## config.mk

```make
export PLATFORM = sky130hd
export DESIGN_NAME = mips_multicycle_control_flat
export DESIGN_NICKNAME = d
export VERILOG_FILES = /design/src/rtl/mips_ctrl_pkg.sv /design/src/rtl/mips_multicycle_control_if.sv /design/src/rtl/mips_mem_wait_timer.sv /design/src/rtl/mips_multicycle_control.sv /design/src/flat_wrapper.sv
export SDC_FILE = /design/constraint.sdc
export NUM_CORES = 1
export LEC_CHECK = 0
export ABC_AREA = 1
export ABC_CLOCK_PERIOD_IN_PS = 3000
export BUFFER_PORTS_ARGS = -buffer_cell sky130_fd_sc_hd__buf_2
export CORE_MARGIN = 2
export CORE_UTILIZATION = 50
export CTS_CLUSTER_DIAMETER = 60
export CTS_CLUSTER_SIZE = 14
export DETAILED_ROUTE_END_ITERATION = 10
export PLACE_DENSITY = 0.86
export SETUP_SLACK_MARGIN = 0.3
export SYNTH_ARGS = -nofsm -noshare
export SYNTH_HDL_FRONTEND = slang
export SYNTH_SLANG_ARGS = --single-unit
```

## constraint.sdc

```tcl
create_clock -name clk -period 3 [get_ports clk]
set_input_delay 0.15 -clock clk [delete_from_list [all_inputs] [get_ports clk]]
set_output_delay 0.15 -clock clk [all_outputs]
set_load 0.05 [all_outputs]
```

## src/rtl/mips_ctrl_pkg.sv

```systemverilog
// Shared definitions for the multi-cycle MIPS control path: opcodes, FSM
// state encoding, ALU op codes, datapath select encodings, trap causes and
// the Moore output decode used by the sequencer.
package mips_ctrl_pkg;

  // Primary opcodes (IR[31:26])
  localparam logic [5:0] OP_RTYPE = 6'h00;
  localparam logic [5:0] OP_J     = 6'h02;
  localparam logic [5:0] OP_JAL   = 6'h03;
  localparam logic [5:0] OP_BEQ   = 6'h04;
  localparam logic [5:0] OP_BNE   = 6'h05;
  localparam logic [5:0] OP_ADDI  = 6'h08;
  localparam logic [5:0] OP_ANDI  = 6'h0C;
  localparam logic [5:0] OP_ORI   = 6'h0D;
  localparam logic [5:0] OP_LUI   = 6'h0F;
  localparam logic [5:0] OP_LW    = 6'h23;
  localparam logic [5:0] OP_SW    = 6'h2B;

  // Sequencer states; exported unchanged on the debug state output
  typedef enum logic [3:0] {
    S_FETCH     = 4'd0,
    S_DECODE    = 4'd1,
    S_EXEC_R    = 4'd2,
    S_EXEC_I    = 4'd3,
    S_ALU_WB    = 4'd4,
    S_MEM_ADDR  = 4'd5,
    S_MEM_READ  = 4'd6,
    S_MEM_WB    = 4'd7,
    S_MEM_WRITE = 4'd8,
    S_BRANCH    = 4'd9,
    S_JUMP      = 4'd10,
    S_TRAP      = 4'd11
  } state_e;

  // ALU operation codes
  localparam logic [2:0] ALUOP_LUI    = 3'b000;
  localparam logic [2:0] ALUOP_SUB    = 3'b001;
  localparam logic [2:0] ALUOP_NOP    = 3'b010;
  localparam logic [2:0] ALUOP_ADD    = 3'b011;
  localparam logic [2:0] ALUOP_ADDI   = 3'b100;
  localparam logic [2:0] ALUOP_OR     = 3'b101;
  localparam logic [2:0] ALUOP_AND    = 3'b110;
  localparam logic [2:0] ALUOP_RFUNCT = 3'b111;

  // Register destination select
  localparam logic [1:0] REGDST_RT = 2'b00;
  localparam logic [1:0] REGDST_RD = 2'b01;
  localparam logic [1:0] REGDST_RA = 2'b10;

  // Write-back data select
  localparam logic [1:0] MEMTOREG_ALU = 2'b00;
  localparam logic [1:0] MEMTOREG_MDR = 2'b01;
  localparam logic [1:0] MEMTOREG_PC  = 2'b10;

  // ALU B operand select
  localparam logic [1:0] SRCB_RT      = 2'b00;
  localparam logic [1:0] SRCB_FOUR    = 2'b01;
  localparam logic [1:0] SRCB_IMM     = 2'b10;
  localparam logic [1:0] SRCB_IMM_SH2 = 2'b11;

  // PC source select
  localparam logic [1:0] PCSRC_ALU    = 2'b00;
  localparam logic [1:0] PCSRC_ALUOUT = 2'b01;
  localparam logic [1:0] PCSRC_JUMP   = 2'b10;

  // Trap causes
  localparam logic [1:0] TRAP_NONE    = 2'b00;
  localparam logic [1:0] TRAP_ILLEGAL = 2'b01;
  localparam logic [1:0] TRAP_TIMEOUT = 2'b10;

  // Registered Moore control word (strobes gated by in_MemReady are added
  // combinationally in the top level and are not part of this word)
  typedef struct packed {
    logic       pc_write;
    logic       pc_write_cond;
    logic       branch_type;
    logic       iord;
    logic       mem_read;
    logic       mem_write;
    logic [1:0] mem_to_reg;
    logic [1:0] reg_dst;
    logic       reg_write;
    logic       alu_src_a;
    logic [1:0] alu_src_b;
    logic [1:0] pc_source;
    logic [2:0] alu_op;
    logic       retire;
  } ctrl_t;

  // Control word for state s. op is the IR opcode (valid from DECODE on);
  // from_r tells ALU_WB whether it was reached from EXEC_R.
  function automatic ctrl_t ctrl_decode(input state_e s, input logic [5:0] op,
                                        input logic from_r);
    ctrl_t c;
    c = '0;
    case (s)
      S_FETCH: begin
        c.mem_read  = 1'b1;
        c.alu_src_b = SRCB_FOUR;
        c.alu_op    = ALUOP_ADD;
      end
      S_DECODE: begin
        c.alu_src_b = SRCB_IMM_SH2;
        c.alu_op    = ALUOP_ADD;
      end
      S_EXEC_R: begin
        c.alu_src_a = 1'b1;
        c.alu_src_b = SRCB_RT;
        c.alu_op    = ALUOP_RFUNCT;
      end
      S_EXEC_I: begin
        c.alu_src_a = 1'b1;
        c.alu_src_b = SRCB_IMM;
        case (op)
          OP_ORI:  c.alu_op = ALUOP_OR;
          OP_ANDI: c.alu_op = ALUOP_AND;
          OP_LUI:  c.alu_op = ALUOP_LUI;
          default: c.alu_op = ALUOP_ADDI;
        endcase
      end
      S_ALU_WB: begin
        c.reg_write  = 1'b1;
        c.mem_to_reg = MEMTOREG_ALU;
        c.reg_dst    = from_r ? REGDST_RD : REGDST_RT;
        c.retire     = 1'b1;
      end
      S_MEM_ADDR: begin
        c.alu_src_a = 1'b1;
        c.alu_src_b = SRCB_IMM;
        c.alu_op    = ALUOP_ADD;
      end
      S_MEM_READ: begin
        c.mem_read = 1'b1;
        c.iord     = 1'b1;
      end
      S_MEM_WB: begin
        c.reg_write  = 1'b1;
        c.mem_to_reg = MEMTOREG_MDR;
        c.reg_dst    = REGDST_RT;
        c.retire     = 1'b1;
      end
      S_MEM_WRITE: begin
        c.mem_write = 1'b1;
        c.iord      = 1'b1;
      end
      S_BRANCH: begin
        c.alu_src_a     = 1'b1;
        c.alu_src_b     = SRCB_RT;
        c.alu_op        = ALUOP_SUB;
        c.pc_write_cond = 1'b1;
        c.pc_source     = PCSRC_ALUOUT;
        c.branch_type   = (op == OP_BEQ);
        c.retire        = 1'b1;
      end
      S_JUMP: begin
        c.pc_write  = 1'b1;
        c.pc_source = PCSRC_JUMP;
        c.alu_op    = ALUOP_NOP;
        c.retire    = 1'b1;
        if (op == OP_JAL) begin
          c.reg_write  = 1'b1;
          c.reg_dst    = REGDST_RA;
          c.mem_to_reg = MEMTOREG_PC;
        end
      end
      default: c = '0;
    endcase
    return c;
  endfunction

endpackage

```

## src/rtl/mips_multicycle_control_if.sv

```systemverilog
// Control bundle between the multi-cycle sequencer (master) and the MIPS
// datapath/memory (slave).
//
// Memory handshake: the master holds MemRead or MemWrite (with IorD) steady
// for as long as it stays in a memory state. in_MemReady is a completion
// strobe: the cycle in which it is 1 completes the pending access and the
// master moves on at the next edge. in_MemReady has no meaning outside the
// memory states and is ignored there.
interface mips_multicycle_control_if #(
  parameter int CNT_W = 32
);
  logic [5:0]       in_OP_6;
  logic             in_MemReady;
  logic             o_PCWrite;
  logic             o_PCWriteCond;
  logic             o_BranchType;
  logic             o_IorD;
  logic             o_MemRead;
  logic             o_MemWrite;
  logic             o_IRWrite;
  logic [1:0]       o_MemtoReg_2;
  logic [1:0]       o_RegDst_2;
  logic             o_RegWrite;
  logic             o_ALUSrcA;
  logic [1:0]       o_ALUSrcB_2;
  logic [1:0]       o_PCSource_2;
  logic [2:0]       o_ALUOp_3;
  logic             o_Retired;
  logic [CNT_W-1:0] o_InstrCount;
  logic             o_Trap;
  logic [1:0]       o_TrapCause_2;
  logic [3:0]       o_State_4;

  modport master (
    input  in_OP_6, in_MemReady,
    output o_PCWrite, o_PCWriteCond, o_BranchType, o_IorD, o_MemRead,
           o_MemWrite, o_IRWrite, o_MemtoReg_2, o_RegDst_2, o_RegWrite,
           o_ALUSrcA, o_ALUSrcB_2, o_PCSource_2, o_ALUOp_3, o_Retired,
           o_InstrCount, o_Trap, o_TrapCause_2, o_State_4
  );

  modport slave (
    output in_OP_6, in_MemReady,
    input  o_PCWrite, o_PCWriteCond, o_BranchType, o_IorD, o_MemRead,
           o_MemWrite, o_IRWrite, o_MemtoReg_2, o_RegDst_2, o_RegWrite,
           o_ALUSrcA, o_ALUSrcB_2, o_PCSource_2, o_ALUOp_3, o_Retired,
           o_InstrCount, o_Trap, o_TrapCause_2, o_State_4
  );
endinterface

```

## src/rtl/mips_mem_wait_timer.sv

```systemverilog
// Counts cycles spent waiting for memory in the current memory state and
// flags a timeout in the cycle the wait limit is reached without ready.
// Ready arriving in that same cycle wins over the timeout.
module mips_mem_wait_timer #(
  parameter int MEM_TIMEOUT = 16
) (
  input  logic clk,
  input  logic reset,
  input  logic i_clear,   // entering a memory state next cycle
  input  logic i_active,  // currently in a memory state
  input  logic i_ready,   // memory completes this cycle
  output logic o_timeout
);

  localparam int W = (MEM_TIMEOUT > 1) ? $clog2(MEM_TIMEOUT) : 1;
  localparam logic [W-1:0] LIMIT = W'(MEM_TIMEOUT - 1);

  logic [W-1:0] r_count;

  // Wait-cycle counter: cleared on entry, advances on each unready cycle
  always_ff @(posedge clk or posedge reset) begin
    if (reset) begin
      r_count <= '0;
    end else if (i_clear) begin
      r_count <= '0;
    end else if (i_active && !i_ready && (r_count != LIMIT)) begin
      r_count <= r_count + 1'b1;
    end
  end

  assign o_timeout = i_active && !i_ready && (r_count == LIMIT);

endmodule

```

## src/rtl/mips_multicycle_control.sv

```systemverilog
// Multi-cycle MIPS sequencer: steps each instruction through
// FETCH/DECODE/EXECUTE/MEM/WB, drives the datapath selects as registered
// Moore outputs, counts retired instructions and traps on illegal opcodes
// or memory timeouts.
module mips_multicycle_control
  import mips_ctrl_pkg::*;
#(
  parameter int MEM_TIMEOUT = 16,
  parameter int CNT_W       = 32
) (
  input  logic                      clk,
  input  logic                      reset,
  mips_multicycle_control_if.master bus
);

  state_e           r_state;
  ctrl_t            r_ctrl;
  logic [CNT_W-1:0] r_count;
  logic             r_trap;
  logic [1:0]       r_cause;

  state_e           w_next_state;
  logic [1:0]       w_cause;
  logic             w_mem_state;
  logic             w_next_mem;
  logic             w_mem_enter;
  logic             w_timeout;
  logic             w_fetch_done;
  logic             w_retire;

  assign w_mem_state = (r_state == S_FETCH) || (r_state == S_MEM_READ) ||
                       (r_state == S_MEM_WRITE);
  assign w_next_mem  = (w_next_state == S_FETCH) || (w_next_state == S_MEM_READ) ||
                       (w_next_state == S_MEM_WRITE);
  assign w_mem_enter = w_next_mem && (w_next_state != r_state);

  mips_mem_wait_timer #(
    .MEM_TIMEOUT(MEM_TIMEOUT)
  ) u_wait_timer (
    .clk      (clk),
    .reset    (reset),
    .i_clear  (w_mem_enter),
    .i_active (w_mem_state),
    .i_ready  (bus.in_MemReady),
    .o_timeout(w_timeout)
  );

  // Next-state selection and the trap cause recorded on entry to TRAP
  always_comb begin
    w_next_state = r_state;
    w_cause      = TRAP_NONE;
    case (r_state)
      S_FETCH: begin
        if (bus.in_MemReady) begin
          w_next_state = S_DECODE;
        end else if (w_timeout) begin
          w_next_state = S_TRAP;
          w_cause      = TRAP_TIMEOUT;
        end
      end
      S_DECODE: begin
        case (bus.in_OP_6)
          OP_RTYPE:                         w_next_state = S_EXEC_R;
          OP_ADDI, OP_ORI, OP_ANDI, OP_LUI: w_next_state = S_EXEC_I;
          OP_LW, OP_SW:                     w_next_state = S_MEM_ADDR;
          OP_BEQ, OP_BNE:                   w_next_state = S_BRANCH;
          OP_J, OP_JAL:                     w_next_state = S_JUMP;
          default: begin
            w_next_state = S_TRAP;
            w_cause      = TRAP_ILLEGAL;
          end
        endcase
      end
      S_EXEC_R, S_EXEC_I: w_next_state = S_ALU_WB;
      S_MEM_ADDR:
        w_next_state = (bus.in_OP_6 == OP_SW) ? S_MEM_WRITE : S_MEM_READ;
      S_MEM_READ: begin
        if (bus.in_MemReady) begin
          w_next_state = S_MEM_WB;
        end else if (w_timeout) begin
          w_next_state = S_TRAP;
          w_cause      = TRAP_TIMEOUT;
        end
      end
      S_MEM_WRITE: begin
        if (bus.in_MemReady) begin
          w_next_state = S_FETCH;
        end else if (w_timeout) begin
          w_next_state = S_TRAP;
          w_cause      = TRAP_TIMEOUT;
        end
      end
      S_ALU_WB, S_MEM_WB, S_BRANCH, S_JUMP: w_next_state = S_FETCH;
      S_TRAP:  w_next_state = S_TRAP;
      default: w_next_state = S_FETCH;
    endcase
  end

  // The fetch strobes and the store retire fire in the completing cycle,
  // so they are qualified by in_MemReady rather than registered.
  assign w_fetch_done = (r_state == S_FETCH) && bus.in_MemReady;
  assign w_retire     = r_ctrl.retire ||
                        ((r_state == S_MEM_WRITE) && bus.in_MemReady);

  // Sequencer: state, registered control word, retire counter, trap flag
  always_ff @(posedge clk or posedge reset) begin
    if (reset) begin
      r_state <= S_FETCH;
      r_ctrl  <= ctrl_decode(S_FETCH, OP_RTYPE, 1'b0);
      r_count <= '0;
      r_trap  <= 1'b0;
      r_cause <= TRAP_NONE;
    end else begin
      r_state <= w_next_state;
      r_ctrl  <= ctrl_decode(w_next_state, bus.in_OP_6, r_state == S_EXEC_R);
      if (w_retire) begin
        r_count <= r_count + 1'b1;
      end
      if ((w_next_state == S_TRAP) && (r_state != S_TRAP)) begin
        r_trap  <= 1'b1;
        r_cause <= w_cause;
      end
    end
  end

  assign bus.o_PCWrite     = r_ctrl.pc_write || w_fetch_done;
  assign bus.o_PCWriteCond = r_ctrl.pc_write_cond;
  assign bus.o_BranchType  = r_ctrl.branch_type;
  assign bus.o_IorD        = r_ctrl.iord;
  assign bus.o_MemRead     = r_ctrl.mem_read;
  assign bus.o_MemWrite    = r_ctrl.mem_write;
  assign bus.o_IRWrite     = w_fetch_done;
  assign bus.o_MemtoReg_2  = r_ctrl.mem_to_reg;
  assign bus.o_RegDst_2    = r_ctrl.reg_dst;
  assign bus.o_RegWrite    = r_ctrl.reg_write;
  assign bus.o_ALUSrcA     = r_ctrl.alu_src_a;
  assign bus.o_ALUSrcB_2   = r_ctrl.alu_src_b;
  assign bus.o_PCSource_2  = r_ctrl.pc_source;
  assign bus.o_ALUOp_3     = r_ctrl.alu_op;
  assign bus.o_Retired     = w_retire;
  assign bus.o_InstrCount  = r_count;
  assign bus.o_Trap        = r_trap;
  assign bus.o_TrapCause_2 = r_cause;
  assign bus.o_State_4     = r_state;

endmodule

```

## src/flat_wrapper.sv

```systemverilog
// flat-port wrapper written by rule: the top's interface ports become plain ports
module mips_multicycle_control_flat import mips_ctrl_pkg::*;
#(
  parameter int MEM_TIMEOUT = 16,
  parameter int CNT_W       = 32
)
  (clk, reset, bus_in_OP_6, bus_in_MemReady, bus_o_PCWrite, bus_o_PCWriteCond, bus_o_BranchType, bus_o_IorD, bus_o_MemRead, bus_o_MemWrite, bus_o_IRWrite, bus_o_MemtoReg_2, bus_o_RegDst_2, bus_o_RegWrite, bus_o_ALUSrcA, bus_o_ALUSrcB_2, bus_o_PCSource_2, bus_o_ALUOp_3, bus_o_Retired, bus_o_InstrCount, bus_o_Trap, bus_o_TrapCause_2, bus_o_State_4);
  mips_multicycle_control_if #(.CNT_W(CNT_W)) bus_i ();
  input  logic clk;
  input  logic reset;
  input wire logic [$bits(bus_i.in_OP_6)-1:0] bus_in_OP_6;
  input wire logic [$bits(bus_i.in_MemReady)-1:0] bus_in_MemReady;
  output wire logic [$bits(bus_i.o_PCWrite)-1:0] bus_o_PCWrite;
  output wire logic [$bits(bus_i.o_PCWriteCond)-1:0] bus_o_PCWriteCond;
  output wire logic [$bits(bus_i.o_BranchType)-1:0] bus_o_BranchType;
  output wire logic [$bits(bus_i.o_IorD)-1:0] bus_o_IorD;
  output wire logic [$bits(bus_i.o_MemRead)-1:0] bus_o_MemRead;
  output wire logic [$bits(bus_i.o_MemWrite)-1:0] bus_o_MemWrite;
  output wire logic [$bits(bus_i.o_IRWrite)-1:0] bus_o_IRWrite;
  output wire logic [$bits(bus_i.o_MemtoReg_2)-1:0] bus_o_MemtoReg_2;
  output wire logic [$bits(bus_i.o_RegDst_2)-1:0] bus_o_RegDst_2;
  output wire logic [$bits(bus_i.o_RegWrite)-1:0] bus_o_RegWrite;
  output wire logic [$bits(bus_i.o_ALUSrcA)-1:0] bus_o_ALUSrcA;
  output wire logic [$bits(bus_i.o_ALUSrcB_2)-1:0] bus_o_ALUSrcB_2;
  output wire logic [$bits(bus_i.o_PCSource_2)-1:0] bus_o_PCSource_2;
  output wire logic [$bits(bus_i.o_ALUOp_3)-1:0] bus_o_ALUOp_3;
  output wire logic [$bits(bus_i.o_Retired)-1:0] bus_o_Retired;
  output wire logic [$bits(bus_i.o_InstrCount)-1:0] bus_o_InstrCount;
  output wire logic [$bits(bus_i.o_Trap)-1:0] bus_o_Trap;
  output wire logic [$bits(bus_i.o_TrapCause_2)-1:0] bus_o_TrapCause_2;
  output wire logic [$bits(bus_i.o_State_4)-1:0] bus_o_State_4;
  assign bus_i.in_OP_6 = bus_in_OP_6;
  assign bus_i.in_MemReady = bus_in_MemReady;
  assign bus_o_PCWrite = bus_i.o_PCWrite;
  assign bus_o_PCWriteCond = bus_i.o_PCWriteCond;
  assign bus_o_BranchType = bus_i.o_BranchType;
  assign bus_o_IorD = bus_i.o_IorD;
  assign bus_o_MemRead = bus_i.o_MemRead;
  assign bus_o_MemWrite = bus_i.o_MemWrite;
  assign bus_o_IRWrite = bus_i.o_IRWrite;
  assign bus_o_MemtoReg_2 = bus_i.o_MemtoReg_2;
  assign bus_o_RegDst_2 = bus_i.o_RegDst_2;
  assign bus_o_RegWrite = bus_i.o_RegWrite;
  assign bus_o_ALUSrcA = bus_i.o_ALUSrcA;
  assign bus_o_ALUSrcB_2 = bus_i.o_ALUSrcB_2;
  assign bus_o_PCSource_2 = bus_i.o_PCSource_2;
  assign bus_o_ALUOp_3 = bus_i.o_ALUOp_3;
  assign bus_o_Retired = bus_i.o_Retired;
  assign bus_o_InstrCount = bus_i.o_InstrCount;
  assign bus_o_Trap = bus_i.o_Trap;
  assign bus_o_TrapCause_2 = bus_i.o_TrapCause_2;
  assign bus_o_State_4 = bus_i.o_State_4;
  mips_multicycle_control #(.MEM_TIMEOUT(MEM_TIMEOUT), .CNT_W(CNT_W)) u_core (.clk(clk), .reset(reset), .bus(bus_i));
endmodule
```

==> results.md <==
Job:
- The reported max-cap violation count is 0.

Timing:
- The relative max-transition margin is 0.541.
- Hold is met by 139 ps.
- Dividing the final minimum period by the clock period gives 0.692.
- The smallest setup slack after layout is 925 ps.
- For the pin with the worst max-slew slack, the measured transition is 688 ps.
- Summed over all failing endpoints, the final setup total negative slack is 0 ps.
- The highest clock frequency the design can meet is 0.482 GHz.
- Setup repair after global routing left no endpoint under its margin.
- The hold violation count in the final report came to 0.
- The worst path in the final design needs a cycle of 2080 ps, including I/O delays and setup.
- The final setup violation count is 0.
- The number of max-slew violations in the final report is 0.
- Between clock sinks in the finished design, the worst skew comes to 9.12 ps.

Global routing:
- The global-route wire length before repair is 11900 µm.
- The initial antenna violation count came to 0.
- After global routing the overflow that remains totals 0.
- The number of global-route vias before repair is 2642.
- Across every metal layer, demand over resource in global routing totals 0.206.
- The largest net degree at the start of global routing is 35.

Yosys:
- The number of warning messages in the yosys log is 0.
- The post-synthesis async set-or-reset flop share is 1.00.
- The cell type with the largest total area after synthesis is sky130_fd_sc_hd__dfrtp_1.
- The cell area after synthesis is 0.00332 mm².
- The synthesized design contains 61 register bits.
- For this run, the leading register cell type out of synthesis is sky130_fd_sc_hd__dfrtp_1.
- The share of the Yosys chip area taken by registers is 0.462.
- The area share of the leading cell type in the synthesized netlist is 0.430.
- The number of nets in the synthesized netlist is 406.
- Ranked by total cell area, the synthesized netlist is headed by sky130_fd_sc_hd__dfrtp_1 (43%), sky130_fd_sc_hd__nand2_1 (9.1%), sky130_fd_sc_hd__inv_1 (6.1%).
- After technology mapping, the gate count stands at 395.
- The number of distinct library cell variants in the gate-level netlist after synthesis is 35.
- The number of enable-type register cells in the synthesized netlist is 0.
- The average instance in the mapped netlist occupies 8.39 µm².

Cells and area:
- The proportion of layout cells with a drive suffix above 1 is 0.285.
- The final instance area is 0.00386 mm².
- The area growth from synthesis to final layout is 16.5%.
- The library cells used most frequently in the layout, excluding fill and tap cells, are sky130_fd_sc_hd__nand2_1 (80), sky130_fd_sc_hd__buf_2 (68), sky130_fd_sc_hd__dfrtp_1 (57).
- The library cell used most frequently in the layout, excluding fill and tap cells, is sky130_fd_sc_hd__nand2_1.
- The net count of the finished layout is 476.
- The number of antenna diodes in the final layout is 0.
- At the end of the flow the core is filled with cells to 0.605.
- Excluding fillers, the count of instances in the completed layout stands at 547.
- Fill cells in the final layout number 547.

Placement:
- The final HPWL from detailed placement is 5610 µm.
- The worst-case setup slack after placement is 968 ps.
- The final estimated routing congestion in global placement is 0.871.
- The count of buffers added on input and output ports is 68.
- The total cell area at the placement stage is 0.00367 mm².
- The number of instances in the placed design is 530.

Die:
- The floorplan has 29 rows.
- The floorplan step set the die width to 85.4 µm.
- Measured along the y axis, the die boundary spans 85.4 µm.
- In this run the standard cell core region covers 0.00639 mm².
- For this configuration, the core starts out at a cell density of 0.519.
- The number of top-level pins is 69.
- The die outline area is 0.00730 mm².

Critical path:
- On the worst path, the slowest cell contributes a delay of 470 ps.
- The highest-delay cell along the critical path is sky130_fd_sc_hd__dfrtp_1.
- The type of element capturing the critical path is a flip-flop.
- In this run the critical register-to-register path is launched from u_core.bus.o_State_4[0]$_DFF_PP0_.
- The endpoint of the most critical register-to-register path is u_core.bus.o_InstrCount[21]$_DFFE_PP0P_.
- Data on the critical path arrives at its endpoint at 2320 ps.
- The register-to-register setup slack is 920 ps.
- The launch point of the worst path is u_core.bus.o_State_4[0]$_DFF_PP0_.
- The nature of the critical path startpoint is a flip-flop.
- The termination of the worst setup path is u_core.bus.o_InstrCount[21]$_DFFE_PP0P_.
- Of all nets on the critical path, the largest fanout is 14.
- Walking the worst path, the cells encountered are nor2_1, inv_1, nor2_1, nand2_1, nand2_2, inv_2, nor3_4, nand4_2, nor2_1, xor2_1.
- For the worst flop-to-flop path, the logic depth is 10.
- The worst setup path is of the reg -> reg kind.
- Counting stages on the worst path, the most repeated cell is sky130_fd_sc_hd__nor2_1.
- The required arrival time at the worst endpoint is 3240 ps.

Clock network:
- The total number of clock tree sinks is 61.
- After clock tree synthesis, the clock-pin slew on the worst setup and hold paths is 70 ps.
- The buffer depth of the longest clock path is 2.
- The post-cts hold buffer count is 1.
- The number of clock buffers added by TritonCTS is 9.
- Post-CTS timing repair inserted 0 buffers for setup.
- The H-tree generated during clock tree synthesis spans 3 levels.
- The worst-skew pair later-pin latency is 330 ps.
- TritonCTS built the clock tree.
- The number of gates given a new drive strength after cts is 0.
- The cell chosen for the clock root is sky130_fd_sc_hd__clkbuf_8.

Power and ir drop:
- In this run the power density over the cells is 919 mW/mm².
- Summed over all cells, the static leakage comes to 2.11 nW.
- Total power for the finished layout comes to 3.55 mW.
- Across the VDD grid, the largest voltage drop is 691 µV.

Drt:
- The remaining antenna violation count is 0.
- The detailed router finished its first iteration with 142 violations.
- The total via count after detailed routing is 2799.
- In the routed design, unresolved DRC markers number 0.
- Dividing the detail-routed wire length by the instance count gives 13.2 µm.
- The total wire length is 7220 µm.
- Using the TritonRoute via totals, the vias-per-cell ratio works out to 5.12.
- The first detailed-routing pass took 4 iterations.

Worst hold path:
- The tightest min-delay check is of the in -> reg type.

Status:
- The flow ran to the end, and the final reports show no timing, DRC or antenna violations.
==> synth_stat cells, types with 2 or more instances <==
cell type	count
sky130_fd_sc_hd__nor2_4	2
sky130_fd_sc_hd__ha_1	2
sky130_fd_sc_hd__a21oi_1	10
sky130_fd_sc_hd__buf_4	11
sky130_fd_sc_hd__xor2_1	21
sky130_fd_sc_hd__or2_1	3
sky130_fd_sc_hd__dfstp_2	4
sky130_fd_sc_hd__nand2_2	9
sky130_fd_sc_hd__nand4_1	9
sky130_fd_sc_hd__nand2_4	2
sky130_fd_sc_hd__a31oi_1	3
sky130_fd_sc_hd__xnor2_1	10
sky130_fd_sc_hd__nor2_2	12
sky130_fd_sc_hd__nand3_1	29
sky130_fd_sc_hd__o21ai_0	4
sky130_fd_sc_hd__nor4_1	3
sky130_fd_sc_hd__dfrtp_1	57
sky130_fd_sc_hd__nor3_4	2
sky130_fd_sc_hd__inv_1	54
sky130_fd_sc_hd__nor3_1	9
sky130_fd_sc_hd__inv_2	5
sky130_fd_sc_hd__nand2_1	80
sky130_fd_sc_hd__nor2_1	38
sky130_fd_sc_hd__nand4_2	2
sky130_fd_sc_hd__nand3_2	4
==> critical path, delay by kind of cell (launching register included) <==
kind / cells / cell delay (ps)
simple gates: 7 / 1120
flops: 1 / 470
xor+xnor: 1 / 210
buf+inv: 2 / 170
==> worst min-delay path by stage <==
stage,startpoint,end,slack [ps],cells past startpoint
6_report,bus_in_OP_6[4],u_core.bus.o_BranchType$_DFF_PP0_,140,4
5_1_grt,bus_in_OP_6[4],u_core.bus.o_BranchType$_DFF_PP0_,150,4
4_1_cts,bus_in_OP_6[4],u_core.bus.o_BranchType$_DFF_PP0_,130,4
3_5_place_dp,reset,u_core.bus.o_InstrCount[0]$_DFFE_PP0P_,310,2
3_3_place_gp,reset,u_core.bus.o_InstrCount[0]$_DFFE_PP0P_,280,2
2_1_floorplan,bus_in_OP_6[1],u_core.bus.o_ALUOp_3[0]$_DFF_PP1_,310,3
==> power by group <==
part           internal, mW  switching (mW)
combinational         0.428            1.33
sequential             1.02           0.121
clock                 0.341           0.316
total                  1.78            1.76
==> layout make-up <==
| cell class | count | area, µm² | share of cell area |
|---|---|---|---|
| multi-input cells | 263 | 1470 | 0.380 |
| clock inverters | 4 | 22.5 | 0.00583 |
| clock buffers | 12 | 155 | 0.0402 |
| well taps | 77 | 96.3 | 0.0250 |
| flip-flops and latches | 61 | 1530 | 0.397 |
| inverters | 59 | 221 | 0.0574 |
| repair buffers | 71 | 365 | 0.0946 |
==> routing by layer <==
| metal | up-vias | wire, µm | GRT usage |
|---|---|---|---|
| met5 | - | 0 | 0 |
| met4 | 0 | 104 | 0.0592 |
| met3 | 14 | 403 | 0.0661 |
| met2 | 93 | 3500 | 0.342 |
| met1 | 1314 | 3220 | 0.257 |
| li1 | 1378 | - | - |
==> registers in the layout (all words and copies together) (netlist names) <==
signal                       flops
u_core.bus.o_ALUOp_3             3
u_core.bus.o_ALUSrcA             1
u_core.bus.o_ALUSrcB_2           2
u_core.bus.o_BranchType          1
u_core.bus.o_InstrCount         32
u_core.bus.o_IorD                1
u_core.bus.o_MemRead             1
u_core.bus.o_MemWrite            1
u_core.bus.o_MemtoReg_2          2
u_core.bus.o_PCSource_2          1
u_core.bus.o_PCWriteCond         1
u_core.bus.o_RegDst_2            1
u_core.bus.o_RegWrite            1
u_core.bus.o_State_4             4
u_core.bus.o_Trap                1
u_core.bus.o_TrapCause_2         2
u_core.r_ctrl                    2
u_core.u_wait_timer.r_count      4
==> cells by family after synthesis <==
kind of cell | after synthesis | synth area share
fa+ha+maj | 2 | 0.00755
buf+inv | 71 | 0.0951
xor+xnor | 31 | 0.0819
simple gates | 209 | 0.318
flops | 61 | 0.462
compound gates | 21 | 0.0359
(Power assumes the default switching activity.)
